[config.mk]
export PLATFORM = sky130hd
export DESIGN_NAME = uart_host_receiver
export DESIGN_NICKNAME = d
export VERILOG_FILES = /design/src/rtl/uart_host_receiver.sv
export SDC_FILE = /design/constraint.sdc
export NUM_CORES = 1
export LEC_CHECK = 0
export BUFFER_PORTS_ARGS = -buffer_cell sky130_fd_sc_hd__buf_4
export CAP_MARGIN = 30
export CORE_MARGIN = 5
export CORE_UTILIZATION = 45
export CTS_CLUSTER_SIZE = 14
export DETAILED_ROUTE_END_ITERATION = 7
export HOLD_SLACK_MARGIN = 0.05
export PLACE_DENSITY = 0.68
export RECOVER_POWER = 25
export SLEW_MARGIN = 10
export SYNTH_ARGS = -nofsm -noshare
export SYNTH_HDL_FRONTEND = slang
export SYNTH_SLANG_ARGS = --single-unit
[constraint.sdc]
create_clock -name clock -period 2.56 [get_ports clock]
set_input_delay 0.256 -clock clock [delete_from_list [all_inputs] [get_ports clock]]
set_output_delay 0.256 -clock clock [all_outputs]
set_load 0.005 [all_outputs]
[src/rtl/uart_host_receiver.sv]
// UART 8N1 receiver with start/stop validation and a show-ahead byte FIFO.
// Optional even-parity frames (8E1) are enabled by defining UART_RX_PARITY_EN.
module uart_host_receiver #(
    parameter int CLOCK_FREQUENCY = 50000000,
    parameter int BAUD_RATE       = 115200,
    parameter int FIFO_DEPTH      = 8
) (
    input  logic                          clock,
    input  logic                          reset_n,
    input  logic                          uart_rx,
    output logic [7:0]                    rx_data,
    output logic                          rx_valid,
    input  logic                          rx_ready,
    output logic                          frame_error,
    output logic                          overrun_error,
    output logic                          parity_error,
    output logic [$clog2(FIFO_DEPTH):0]   fifo_count
);
    localparam int CYCLES_PER_BIT = CLOCK_FREQUENCY / BAUD_RATE;
    localparam int HALF           = CYCLES_PER_BIT / 2;
    localparam int CNT_W          = $clog2(CYCLES_PER_BIT + 1);
    localparam int PTR_W          = $clog2(FIFO_DEPTH);
    localparam int FCNT_W         = PTR_W + 1;
    localparam logic [CNT_W-1:0]  CNT_LAST  = CNT_W'(CYCLES_PER_BIT - 1);
    localparam logic [CNT_W-1:0]  CNT_HALF  = CNT_W'(HALF - 1);
    localparam logic [FCNT_W-1:0] FIFO_FULL = FCNT_W'(FIFO_DEPTH);

    typedef enum logic [2:0] {
        ST_IDLE   = 3'd0,
        ST_START  = 3'd1,
        ST_DATA   = 3'd2,
`ifdef UART_RX_PARITY_EN
        ST_PARITY = 3'd3,
`endif
        ST_STOP   = 3'd4,
        ST_BREAK  = 3'd5
    } state_t;

    // Even parity holds when data bits and parity bit XOR to zero.
    function automatic logic parity_ok(input logic [7:0] data, input logic par);
        return ~(^data ^ par);
    endfunction

    logic                sync1_r, sync2_r;
    state_t              state_r, state_s;
    logic [CNT_W-1:0]    cnt_r, cnt_s;
    logic [2:0]          idx_r, idx_s;
    logic [7:0]          shift_r, shift_s;
    logic                push_r, push_s;
    logic                frame_err_r, frame_err_s;
    logic                overrun_r, overrun_s;
    logic [7:0]          mem_r [FIFO_DEPTH];
    logic [PTR_W-1:0]    wr_ptr_r, rd_ptr_r;
    logic [FCNT_W-1:0]   count_r;
    logic                pop_s, full_s, wr_en_s;
`ifdef UART_RX_PARITY_EN
    logic                par_r, par_s;
    logic                parity_err_r, parity_err_s;
`endif

    // Two-flop synchronizer for the asynchronous serial line.
    always_ff @(posedge clock or negedge reset_n) begin
        if (!reset_n) begin
            sync1_r <= 1'b1;
            sync2_r <= 1'b1;
        end else begin
            sync1_r <= uart_rx;
            sync2_r <= sync1_r;
        end
    end

    // Receiver state register and frame datapath.
    always_ff @(posedge clock or negedge reset_n) begin
        if (!reset_n) begin
            state_r     <= ST_IDLE;
            cnt_r       <= {CNT_W{1'b0}};
            idx_r       <= 3'd0;
            shift_r     <= 8'd0;
            push_r      <= 1'b0;
            frame_err_r <= 1'b0;
`ifdef UART_RX_PARITY_EN
            par_r        <= 1'b0;
            parity_err_r <= 1'b0;
`endif
        end else begin
            state_r     <= state_s;
            cnt_r       <= cnt_s;
            idx_r       <= idx_s;
            shift_r     <= shift_s;
            push_r      <= push_s;
            frame_err_r <= frame_err_s;
`ifdef UART_RX_PARITY_EN
            par_r        <= par_s;
            parity_err_r <= parity_err_s;
`endif
        end
    end

    // Next-state logic: bit sampling at mid-bit, stop validation.
    always_comb begin
        state_s     = state_r;
        cnt_s       = cnt_r + CNT_W'(1);
        idx_s       = idx_r;
        shift_s     = shift_r;
        push_s      = 1'b0;
        frame_err_s = 1'b0;
`ifdef UART_RX_PARITY_EN
        par_s        = par_r;
        parity_err_s = 1'b0;
`endif
        case (state_r)
            ST_IDLE: begin
                cnt_s = {CNT_W{1'b0}};
                if (!sync2_r) state_s = ST_START;
                else          state_s = ST_IDLE;
            end
            ST_START: begin
                if (cnt_r == CNT_HALF) begin
                    cnt_s = {CNT_W{1'b0}};
                    idx_s = 3'd0;
                    if (sync2_r) state_s = ST_IDLE;
                    else         state_s = ST_DATA;
                end else begin
                    state_s = ST_START;
                end
            end
            ST_DATA: begin
                if (cnt_r == CNT_LAST) begin
                    cnt_s          = {CNT_W{1'b0}};
                    shift_s[idx_r] = sync2_r;
                    idx_s          = idx_r + 3'd1;
`ifdef UART_RX_PARITY_EN
                    if (idx_r == 3'd7) state_s = ST_PARITY;
`else
                    if (idx_r == 3'd7) state_s = ST_STOP;
`endif
                    else               state_s = ST_DATA;
                end else begin
                    state_s = ST_DATA;
                end
            end
`ifdef UART_RX_PARITY_EN
            ST_PARITY: begin
                if (cnt_r == CNT_LAST) begin
                    cnt_s   = {CNT_W{1'b0}};
                    par_s   = sync2_r;
                    state_s = ST_STOP;
                end else begin
                    state_s = ST_PARITY;
                end
            end
`endif
            ST_STOP: begin
                if (cnt_r == CNT_LAST) begin
                    cnt_s = {CNT_W{1'b0}};
                    if (sync2_r) begin
                        state_s = ST_IDLE;
`ifdef UART_RX_PARITY_EN
                        if (parity_ok(shift_r, par_r)) push_s       = 1'b1;
                        else                           parity_err_s = 1'b1;
`else
                        push_s = 1'b1;
`endif
                    end else begin
                        frame_err_s = 1'b1;
                        state_s     = ST_BREAK;
                    end
                end else begin
                    state_s = ST_STOP;
                end
            end
            ST_BREAK: begin
                // A held-low line stays here so it reports only one frame error.
                cnt_s = {CNT_W{1'b0}};
                if (sync2_r) state_s = ST_IDLE;
                else         state_s = ST_BREAK;
            end
            default: begin
                cnt_s   = {CNT_W{1'b0}};
                state_s = ST_IDLE;
            end
        endcase
    end

    assign rx_valid  = (count_r != {FCNT_W{1'b0}});
    assign full_s    = (count_r == FIFO_FULL);
    assign pop_s     = rx_valid & rx_ready;
    assign wr_en_s   = push_r & (~full_s | pop_s);
    assign overrun_s = push_r & full_s & ~pop_s;

    // Byte FIFO; a simultaneous pop frees the slot for a push even when full.
    always_ff @(posedge clock or negedge reset_n) begin
        if (!reset_n) begin
            wr_ptr_r  <= {PTR_W{1'b0}};
            rd_ptr_r  <= {PTR_W{1'b0}};
            count_r   <= {FCNT_W{1'b0}};
            overrun_r <= 1'b0;
            for (int i = 0; i < FIFO_DEPTH; i++) mem_r[i] <= 8'd0;
        end else begin
            overrun_r <= overrun_s;
            if (wr_en_s) begin
                mem_r[wr_ptr_r] <= shift_r;
                wr_ptr_r        <= wr_ptr_r + PTR_W'(1);
            end else begin
                wr_ptr_r <= wr_ptr_r;
            end
            if (pop_s) rd_ptr_r <= rd_ptr_r + PTR_W'(1);
            else       rd_ptr_r <= rd_ptr_r;
            case ({wr_en_s, pop_s})
                2'b10:   count_r <= count_r + FCNT_W'(1);
                2'b01:   count_r <= count_r - FCNT_W'(1);
                default: count_r <= count_r;
            endcase
        end
    end

    assign rx_data       = mem_r[rd_ptr_r];
    assign fifo_count    = count_r;
    assign frame_error   = frame_err_r;
    assign overrun_error = overrun_r;
`ifdef UART_RX_PARITY_EN
    assign parity_error  = parity_err_r;
`else
    assign parity_error  = 1'b0;
`endif

endmodule
==> results of run 1 <==
## repair_timing
action / in CTS / in global routing
endpoints found under the setup margin: 0 / 1
hold buffers: 2 / 0
resized for setup: 0 / 3
buffers inserted: 0 / 1
hold endpoints to repair: 26 / 0
## sequential cells by signal, summed over array words and instances, names as in the netlist
register,flops
mem_r,64
cnt_r,9
shift_r,8
fifo_count,4
idx_r,3
rd_ptr_r,3
state_r,3
wr_ptr_r,3
frame_error,1
overrun_error,1
push_r,1
sync1_r,1
sync2_r,1
## metrics by stage
step,power (W),instances,util
finish,0.003554,501,0.5153
global route,0.003731,501,0.5153
CTS,0.003584,500,0.5146
detailed placement,0.002392,483,0.4899
global placement,0.002372,483,0.4899
floorplan,0.002177,341,-
## cells by family (layout without fill, tap and decap cells)
family / count (synthesis) / count (layout) / share of synthesized area
other cells: 1 / 1 / 0.0007848
compound gates: 16 / 16 / 0.02095
buf+inv: 25 / 49 / 0.02278
fa+ha+maj: 10 / 10 / 0.02618
simple gates: 72 / 72 / 0.08850
xor+xnor: 17 / 17 / 0.03116
mux: 98 / 98 / 0.2749
flops: 102 / 102 / 0.5347
## cell usage in the layout (no fill, tap or decap), types with 7 or more instances in the layout
master and count:
mux4_2 16, nand3_1 9, ha_1 10, nor2_1 14
dfrtp_1 99, clkbuf_8 9, mux2_4 8, nand2_1 11
inv_1 7, buf_4 21, mux2_2 74, xor2_1 11
## area by class of cell
type                            count  area share
Timing Repair Buffer               26     0.03763
Inverter                            8    0.006115
Sequential cell                   102      0.4805
Multi-Input combinational cell    214      0.3996
Clock inverter                      5     0.02023
Tap cell                          136     0.03198
Clock buffer                       10     0.02399
## critical path, cell delays in order (launching register included)
cell and delay [ns]:
dfrtp_1 0.92, mux4_2 0.43, mux2_2 0.29, buf_4 0.14
## power groups by stage
stage                     clock (W)  combinational (W)  sequential, W
after global routing        0.00128           0.000608        0.00184
after CTS                   0.00122           0.000543        0.00182
after detailed placement          0           0.000539        0.00185
final                       0.00118           0.000547        0.00183
after floorplan                   0           0.000416        0.00176
after global placement            0           0.000526        0.00185
## final timing paths
check	start	slack [ns]	endpoint	cells past startpoint
worst max-delay path	rd_ptr_r[1]	0.15	rx_data[2]	3
min in group asynchronous	reset_n	0.74	mem_r[29]	2
worst max register to register	fifo_count[0]	0.17	fifo_count[2]	11
worst min register to register	sync1_r	0.36	sync2_r	0
worst min-delay path	rx_ready	0.17	rd_ptr_r[2]	3
max in group asynchronous	reset_n	0.48	cnt_r[8]	3
## per-layer routing
metal	global-route usage	up-vias
met5	0	-
met4	0.05128	0
met3	0.03422	6
met2	0.2433	47
met1	0.1878	1398
li1	-	1293
==> flow_summary.json, run 1 <==
{
  "met3_length_um": 301,
  "die_h_um": 113.0,
  "ys.flop_type": "dfrtp_1",
  "status": "finished clean",
  "seq_area_um2": 2556,
  "cts_made_buffers": 9,
  "synth-edff-count": 0,
  "sequentialPowerShare": 0.515,
  "pwr-share-clk": 0.331,
  "post_drt_wl_per_cell_um": 17.27,
  "die_w_um": 113.0,
  "syn2layout_area_growth_pct": 11.34,
  "grt_pass1_wl_um": 14590,
  "die_area_um2": 12780,
  "vias": 2744,
  "post-route-drc-count": 0,
  "synth_area_leaders": "dfrtp_1 52%, mux2_2 17%, mux4_2 7.5%",
  "worstPathArrival_ns": 2.15,
  "syn_nets": 355,
  "dp_hpwl_um": 5673,
  "min_period_ns": 2.410,
  "worstPathRequired_ns": 2.30,
  "grtUsageTotal": 0.1461,
  "synth_common_cells": "100 x dfrtp_1, 74 x mux2_2, 16 x mux4_2",
  "syn_inst": 341,
  "rows": 37,
  "clock_latency_ns": 0.37,
  "crit_type": "flip-flop to output port",
  "fill_cells": 839,
  "p_int_w": 0.002626,
  "async_reset_ff_frac": 1.000,
  "routed_via_density": 5.477,
  "ir_drop_mv": 0.3569,
  "p_switching_w": 0.0009278,
  "clockBufferDepth": 2,
  "yosysWarnings": 0,
  "drive_gt1_frac": 0.3863,
  "fin_nets": 375,
  "hp-class": "primary input to flip-flop",
  "synth.most_common_cell": "dfrtp_1",
  "grt_start_max_net_pins": 78,
  "mappedNetlistArea_um2": 4778,
  "clkTransAtPathRegs_ns": 0.09,
  "cts_max_level": 3,
  "n_antenna_cell": 0,
  "synth-seq-cells": 102,
  "cts_tree": "yes",
  "drtIter0Drc": 157,
  "final_max_slew_viol_count": 0,
  "fmax_mhz": 414.9,
  "start_util": 0.4629,
  "ios": 20,
  "cts.sinks": 102,
  "final_area_um2": 5320,
  "drt-pass1-iter-count": 4,
  "worstMarginPinSlew_ns": 1.416,
  "relSlewSlack": 0.05603,
  "crit_path_max_fanout": 18,
  "p_per_area_nw_per_um2": 668.0,
  "endpoint_kind": "output port",
  "root_buffer": "clkbuf_8",
  "netlist.area_leader.share": 0.5237,
  "synth.distinct_cells": 42,
  "finalCritPeriodShare": 0.9415,
  "seq_area_frac_synth": 0.5347,
  "yosys.area.top_type": "dfrtp_1",
  "cellLeakagePower_nw": 2.547,
  "top_layer": "met4",
  "comb_power_share": 0.154,
  "placeableCoreArea_um2": 10320,
  "antenna_left": 0,
  "grt_pass1_vias": 2831,
  "maxCapViolCount": 0,
  "hold_violations": 0,
  "grt_overflow": 0,
  "m1WireLength_um": 3882,
  "fin_worst_skew_ns": 0.01140,
  "sw_frac_of_total": 0.2611,
  "setup_viol": 0,
  "tns_ns": 0,
  "multi_input_area_um2": 2126,
  "hold_ws_ns": 0.1695,
  "cp-start-kind": "flip-flop",
  "synth.avg_cell_area_um2": 14.01,
  "fin_ws_ns": 0.1498,
  "drt_wl_total_um": 8651,
  "grt_antenna_before_repair": 0,
  "wl_met2_um": 4344,
  "rsz0062_at_grt": "no",
  "placed_area_um2": 5057,
  "preCtsSetupSlack_ns": 0.07890,
  "numPortBuffers": 18,
  "gp_congestion": 0.8374
}
Note: power is estimated with default switching activity, not from simulation.
==> run 2: changes to the inputs <==
--- a/config.mk
+++ b/config.mk
@@ -5,6 +5,7 @@
 export SDC_FILE = /design/constraint.sdc
 export NUM_CORES = 1
 export LEC_CHECK = 0
+export ABC_CLOCK_PERIOD_IN_PS = 2560
 export BUFFER_PORTS_ARGS = -buffer_cell sky130_fd_sc_hd__buf_4
 export CAP_MARGIN = 30
 export CORE_MARGIN = 5
@@ -14,6 +15,7 @@
 export HOLD_SLACK_MARGIN = 0.05
 export PLACE_DENSITY = 0.68
 export RECOVER_POWER = 25
+export SETUP_SLACK_MARGIN = 0.4
 export SLEW_MARGIN = 10
 export SYNTH_ARGS = -nofsm -noshare
 export SYNTH_HDL_FRONTEND = slang
==> run 2 against run 1 <==
Against the previous run:
- combinational power increased by 26%
- critical endpoint unchanged
- first-iteration DRC count is 11% lower
- via count grew 4.3%
- cell area rose by 4.1%
- maximum frequency up 12%
- largest power group unchanged
- sequential cell count unchanged
- sequential share of layout area fell by 1.8 points
- largest cell class unchanged
==> flow_summary.json, run 2 (synthesis results as in run 1) <==
{
  "syn2layout_area_growth_pct": 15.87,
  "drt_wl_total_um": 9245,
  "p_total_w": 0.003563,
  "top_layer": "met4",
  "maxCapViolCount": 0,
  "crit_type": "flip-flop to output port",
  "ios": 20,
  "final_max_slew_viol_count": 0,
  "cp-start-kind": "flip-flop",
  "post-route-drc-count": 0,
  "final_util": 0.5363,
  "rows": 37,
  "relSlewSlack": 0.08570,
  "dp_hpwl_um": 5830,
  "m1WireLength_um": 4130,
  "cts_made_buffers": 9,
  "placeableCoreArea_um2": 10320,
  "gp_congestion": 0.7301,
  "die_h_um": 113.0,
  "critPathSlowestCell": "mux4_2",
  "cellLeakagePower_nw": 2.626,
  "fin_nets": 387,
  "layout_commonest_cell": "dfrtp_1",
  "start_util": 0.4629,
  "n_antenna_cell": 0,
  "crit_chain": "clkbuf_16 > mux4_2 > mux2_4 > buf_6",
  "hold_violations": 0,
  "final_area_um2": 5537,
  "clkTransAtPathRegs_ns": 0.09,
  "fin_ws_ns": 0.4005,
  "grt_pass1_vias": 3007,
  "worst-r2r-cell-count": 11,
  "setup_viol": 0,
  "die_w_um": 113.0,
  "antenna_left": 0,
  "grtUsageTotal": 0.1535,
  "wl_met2_um": 4727,
  "hold_end": "rd_ptr_r[2]",
  "hp-class": "primary input to flip-flop",
  "r2r_end": "fifo_count[2]",
  "holdCritStartpoint": "rx_ready",
  "met3_length_um": 255,
  "fmax_mhz": 463.1,
  "drive_gt1_frac": 0.4524,
  "grt_overflow": 0,
  "numPortBuffers": 18,
  "fin_worst_skew_ns": 0.007992,
  "grt_start_max_net_pins": 56,
  "worstPathRequired_ns": 2.30,
  "crit_path_max_fanout": 7,
  "rsz0062_at_grt": "yes",
  "preCtsSetupSlack_ns": 0.2540,
  "regMostFlops": "mem_r",
  "die_area_um2": 12780,
  "largest_reg_flops": 64,
  "crit_buf_inv": 2,
  "grt_antenna_before_repair": 0,
  "rr_startpoint": "fifo_count[0]",
  "placed_area_um2": 5085,
  "worstMarginPinSlew_ns": 1.371,
  "final_cell_mix": "95 x dfrtp_1, 67 x mux2_2, 24 x buf_4, 16 x mux4_2, 15 x mux2_4",
  "grt_pass1_wl_um": 15570,
  "slowest_delay_ns": 0.50,
  "post_drt_wl_per_cell_um": 17.99,
  "ir_drop_mv": 0.2699,
  "cts_tree": "yes",
  "cts_max_level": 3,
  "min_period_ns": 2.159,
  "worstPathArrival_ns": 1.90,
  "root_buffer": "clkbuf_8",
  "drt-pass1-iter-count": 4,
  "status": "finished clean",
  "drtIter0Drc": 139,
  "clockBufferDepth": 2,
  "r2r_setup_slack_ns": 0.45,
  "reg_top3": "mem_r: 64 flops, cnt_r: 9 flops, shift_r: 8 flops",
  "p_per_area_nw_per_um2": 643.6,
  "clock_latency_ns": 0.35,
  "tns_ns": 0,
  "finalCritPeriodShare": 0.8435,
  "min_path_cells": 3,
  "cts.sinks": 102,
  "routed_via_density": 5.568,
  "vias": 2862,
  "cp_top_family": "multiplexers",
  "endpoint_kind": "output port"
}
## run 2: changes by cell type in the layout (fill, tap and decap cells not counted), moves of 2 or more
cell | before | now
ha_4 | 0 | 2
buf_6 | 1 | 7
dfrtp_1 | 99 | 95
buf_12 | 0 | 2
mux2_4 | 8 | 15
bufinv_16 | 3 | 1
dfrtp_2 | 1 | 5
ha_1 | 10 | 7
buf_4 | 21 | 24
clkinv_2 | 0 | 3
mux2_2 | 74 | 67
clkbuf_1 | 2 | 0
## run 2: metal layers
metal / GRT usage / vias up
met5: 0 / -
met4: 0.06410 / 0
met3: 0.02567 / 12
met2: 0.2532 / 38
met1: 0.2017 / 1500
li1: - / 1312
## run 2: power by group
part           internal, W  switching, W
Sequential         0.00168      0.000187
Combinational     0.000418      0.000273
Clock             0.000476      0.000530
## run 2: worst min-delay path: stages
cell and delay, ns:
buf_4 0.12, nand3_1 0.08, xnor2_1 0.06
## run 2: worst max path at each step
stage | slack [ns] | startpoint | cells past startpoint | end
final | 0.40 | rd_ptr_r[0] | 4 | rx_data[2]
after global routing | 0.32 | fifo_count[0] | 11 | fifo_count[2]
after CTS | 0.38 | rd_ptr_r[0] | 4 | rx_data[7]
after detailed placement | 0.25 | fifo_count[2] | 11 | fifo_count[2]
after global placement | 0.32 | fifo_count[2] | 11 | fifo_count[2]
after floorplan | 0.41 | rd_ptr_r[0] | 4 | rx_data[0]
## run 2: area by class of cell
class / count / area (µm²)
Clock buffer: 10 / 137.6
Clock inverter: 6 / 61.31
Fill cell: 846 / 4787
Inverter: 8 / 35.03
Multi-Input combinational cell: 214 / 2215
Sequential cell: 102 / 2561
Tap cell: 136 / 170.2
Timing Repair Buffer: 38 / 356.6
## run 2: stage by stage
step	hold WS, ns	instances
2_1_floorplan	-0.03959	341
3_3_place_gp	0.3475	483
3_5_place_dp	0.3491	483
4_1_cts	0.1911	509
5_1_grt	0.2157	514
6_report	0.2042	514
## run 2: repair_timing
item,CTS,global route
pin swaps,3,5
gates cloned,0,1
hold buffers,2,0
setup buffers,8,4
hold endpoints to repair,53,0
setup endpoints to repair,30,41
resized for setup,8,23
==> run 3: changes to the inputs <==
--- a/config.mk
+++ b/config.mk
@@ -5,7 +5,7 @@
 export SDC_FILE = /design/constraint.sdc
 export NUM_CORES = 1
 export LEC_CHECK = 0
-export ABC_CLOCK_PERIOD_IN_PS = 2560
+export ABC_CLOCK_PERIOD_IN_PS = 2100
 export BUFFER_PORTS_ARGS = -buffer_cell sky130_fd_sc_hd__buf_4
 export CAP_MARGIN = 30
 export CORE_MARGIN = 5
==> constraint.sdc (replaced) <==
create_clock -name clock -period 2.1 [get_ports clock]
set_input_delay 0.21 -clock clock [delete_from_list [all_inputs] [get_ports clock]]
set_output_delay 0.21 -clock clock [all_outputs]
set_load 0.005 [all_outputs]
==> run 3 against run 2 <==
Against the previous run:
- the run now ends with setup timing left
- worst setup slack got worse by 0.44 ns
- non-clock buffer count grew 24
- clock power is 14% higher
- wire length is 11% higher
- hold slack worse by 0.062 ns
- core utilization is 7.4 points higher
- via count rose by 4.3%
- critical path depth up 7
- die area unchanged
- total power increased by 26%
- cell count grew 4.7%
- sequential share of layout area fell by 5.6 points
- largest cell class is now multi-input combinational cells
- largest power group unchanged
==> flow_summary.json, run 3 (synthesis results as in run 1) <==
{
  "p_per_area_nw_per_um2": 712.9,
  "hold_ws_ns": 0.1423,
  "ios": 20,
  "final_cell_mix": "96 x dfrtp_1, 80 x mux2_4, 28 x buf_4, 22 x buf_6, 16 x mux4_2",
  "dpl.cell_count": 499,
  "cts_max_level": 3,
  "final_max_slew_viol_count": 0,
  "cts_made_buffers": 9,
  "layout_commonest_cell": "dfrtp_1",
  "setup_viol": 9,
  "drtIter0Drc": 133,
  "die_h_um": 113.0,
  "critPathSlowestCell": "dfrtp_1",
  "cts.sinks": 102,
  "startpoint": "fifo_count[2]",
  "clockBufferDepth": 2,
  "worstMarginPinSlew_ns": 1.349,
  "numPortBuffers": 18,
  "p_int_w": 0.003151,
  "rows": 37,
  "fin_nets": 411,
  "drive_gt1_frac": 0.5498,
  "start_util": 0.4629,
  "placed_area_um2": 5265,
  "cp_common_cell": "xor2_1",
  "fin_ws_ns": -0.04213,
  "drt-pass1-iter-count": 4,
  "ir_drop_mv": 0.3663,
  "maxCapViolCount": 0,
  "cp-start-kind": "flip-flop",
  "slowest_delay_ns": 0.42,
  "n_antenna_cell": 0,
  "relSlewSlack": 0.1009,
  "crit_buf_inv": 1,
  "syn2layout_area_growth_pct": 31.84,
  "finalCritPeriodShare": 1.020,
  "largest_reg_flops": 64,
  "root_buffer": "clkbuf_8",
  "endpoint_kind": "flip-flop",
  "violations": "setup timing",
  "p_switching_w": 0.001340,
  "rr_startpoint": "fifo_count[2]",
  "die_w_um": 113.0,
  "hold_violations": 0,
  "post-route-drc-count": 0,
  "antenna_left": 0,
  "seq_area_um2": 2560,
  "pwr-share-clk": 0.257,
  "rsz0062_at_grt": "yes",
  "fin_worst_skew_ns": 0.01916,
  "reg_top3": "mem_r: 64 flops, cnt_r: 9 flops, shift_r: 8 flops",
  "grt_overflow": 0,
  "grt_pass1_wl_um": 16680,
  "crit_type": "flip-flop to flip-flop",
  "cp_top_family": "simple AND/OR/NAND/NOR gates",
  "hp-class": "primary input to flip-flop",
  "worstPathRequired_ns": 2.36,
  "comb_power_share": 0.255,
  "placeableCoreArea_um2": 10320,
  "grt_start_max_net_pins": 53,
  "die_area_um2": 12780,
  "fill_cells": 761,
  "crit_chain": "nor3_4 > or2b_1 > nand2_2 > inv_2 > ha_4 > xor2_1 > ha_2 > a21oi_2 > xor2_1 > nor2_1 > xor2_1",
  "grt_antenna_before_repair": 0,
  "cellLeakagePower_nw": 3.009,
  "sw_frac_of_total": 0.2984,
  "cts_tree": "yes",
  "stdcell_count": 538,
  "post_drt_wl_per_cell_um": 19.16,
  "grtUsageTotal": 0.1647,
  "status": "complete, but fails checks",
  "drt_wl_total_um": 10310,
  "tns_ns": -0.1347,
  "dp_hpwl_um": 6141,
  "multi_input_area_um2": 2703,
  "min_period_ns": 2.142,
  "worstPathArrival_ns": 2.40,
  "final_area_um2": 6300,
  "preCtsSetupSlack_ns": -0.008171,
  "gp_congestion": 0.7858,
  "routed_via_density": 5.548,
  "fmax_mhz": 466.8,
  "crit_path_max_fanout": 2,
  "regMostFlops": "mem_r",
  "holdCritStartpoint": "rx_ready",
  "clock_latency_ns": 0.37,
  "clkTransAtPathRegs_ns": 0.10,
  "sequentialPowerShare": 0.488,
  "vias": 2985,
  "grt_pass1_vias": 3250
}
-- run 3: worst min-delay path: cells and delay by family --
| family | cells | cell delay [ns] |
|---|---|---|
| and+or+nand+nor | 1 | 0.08 |
| buffers and inverters | 1 | 0.13 |
| xor gates and xnor gates | 1 | 0.06 |
-- run 3: routing by layer --
metal / track usage / wire (µm) / share of wire / up-vias
met3: 0.03797 / 291 / 0.028 / 10
met2: 0.3009 / 5412 / 0.53 / 40
li1: - / - / - / 1363
met4: 0.03205 / 84 / 0.0081 / 0
met1: 0.1994 / 4519 / 0.44 / 1572
met5: 0 / 0 / 0 / -
-- run 3: power groups by stage --
stage	registers (W)	clock network, W	logic, W
after CTS	0.00216	0.00119	0.00103
after global routing	0.00220	0.00128	0.00123
after global placement	0.00218	0	0.000891
after detailed placement	0.00219	0	0.000915
final	0.00219	0.00115	0.00115
after floorplan	0.00216	0	0.000550
-- run 3: repair_timing --
item | 4_1_cts | 5_1_grt
hold buffers | 2 | 0
pin swaps | 8 | 16
resized for setup | 102 | 57
cloned | 0 | 1
endpoints found under the setup margin | 96 | 97
hold endpoints to repair | 49 | 0
setup buffers | 15 | 5
-- run 3: final cells by class --
cell class / count / area share
multi-input combinational: 214 / 0.4290
sequential: 102 / 0.4064
timing repair buffer: 62 / 0.1041
tap: 136 / 0.02701
clock buffer: 9 / 0.01966
clock inverter: 7 / 0.008739
inverter: 8 / 0.005164
-- run 3: per-stage QoR --
step                total power, W    util
floorplan                 0.002707       -
global route              0.004718  0.6102
detailed placement        0.003102  0.5100
CTS                       0.004377  0.5811
global placement          0.003073  0.5100
finish                    0.004491  0.6102
-- run 3: path summary, 6_finish.rpt --
path / to / slack (ns) / depth (start not counted)
min in group asynchronous: wr_ptr_r[2] / 0.68 / 2
max reg2reg: fifo_count[2] / -0.04 / 11
max: fifo_count[2] / -0.04 / 11
min: rd_ptr_r[2] / 0.14 / 3
max in group asynchronous: cnt_r[0] / 0.51 / 2
min reg2reg: sync2_r / 0.36 / 0
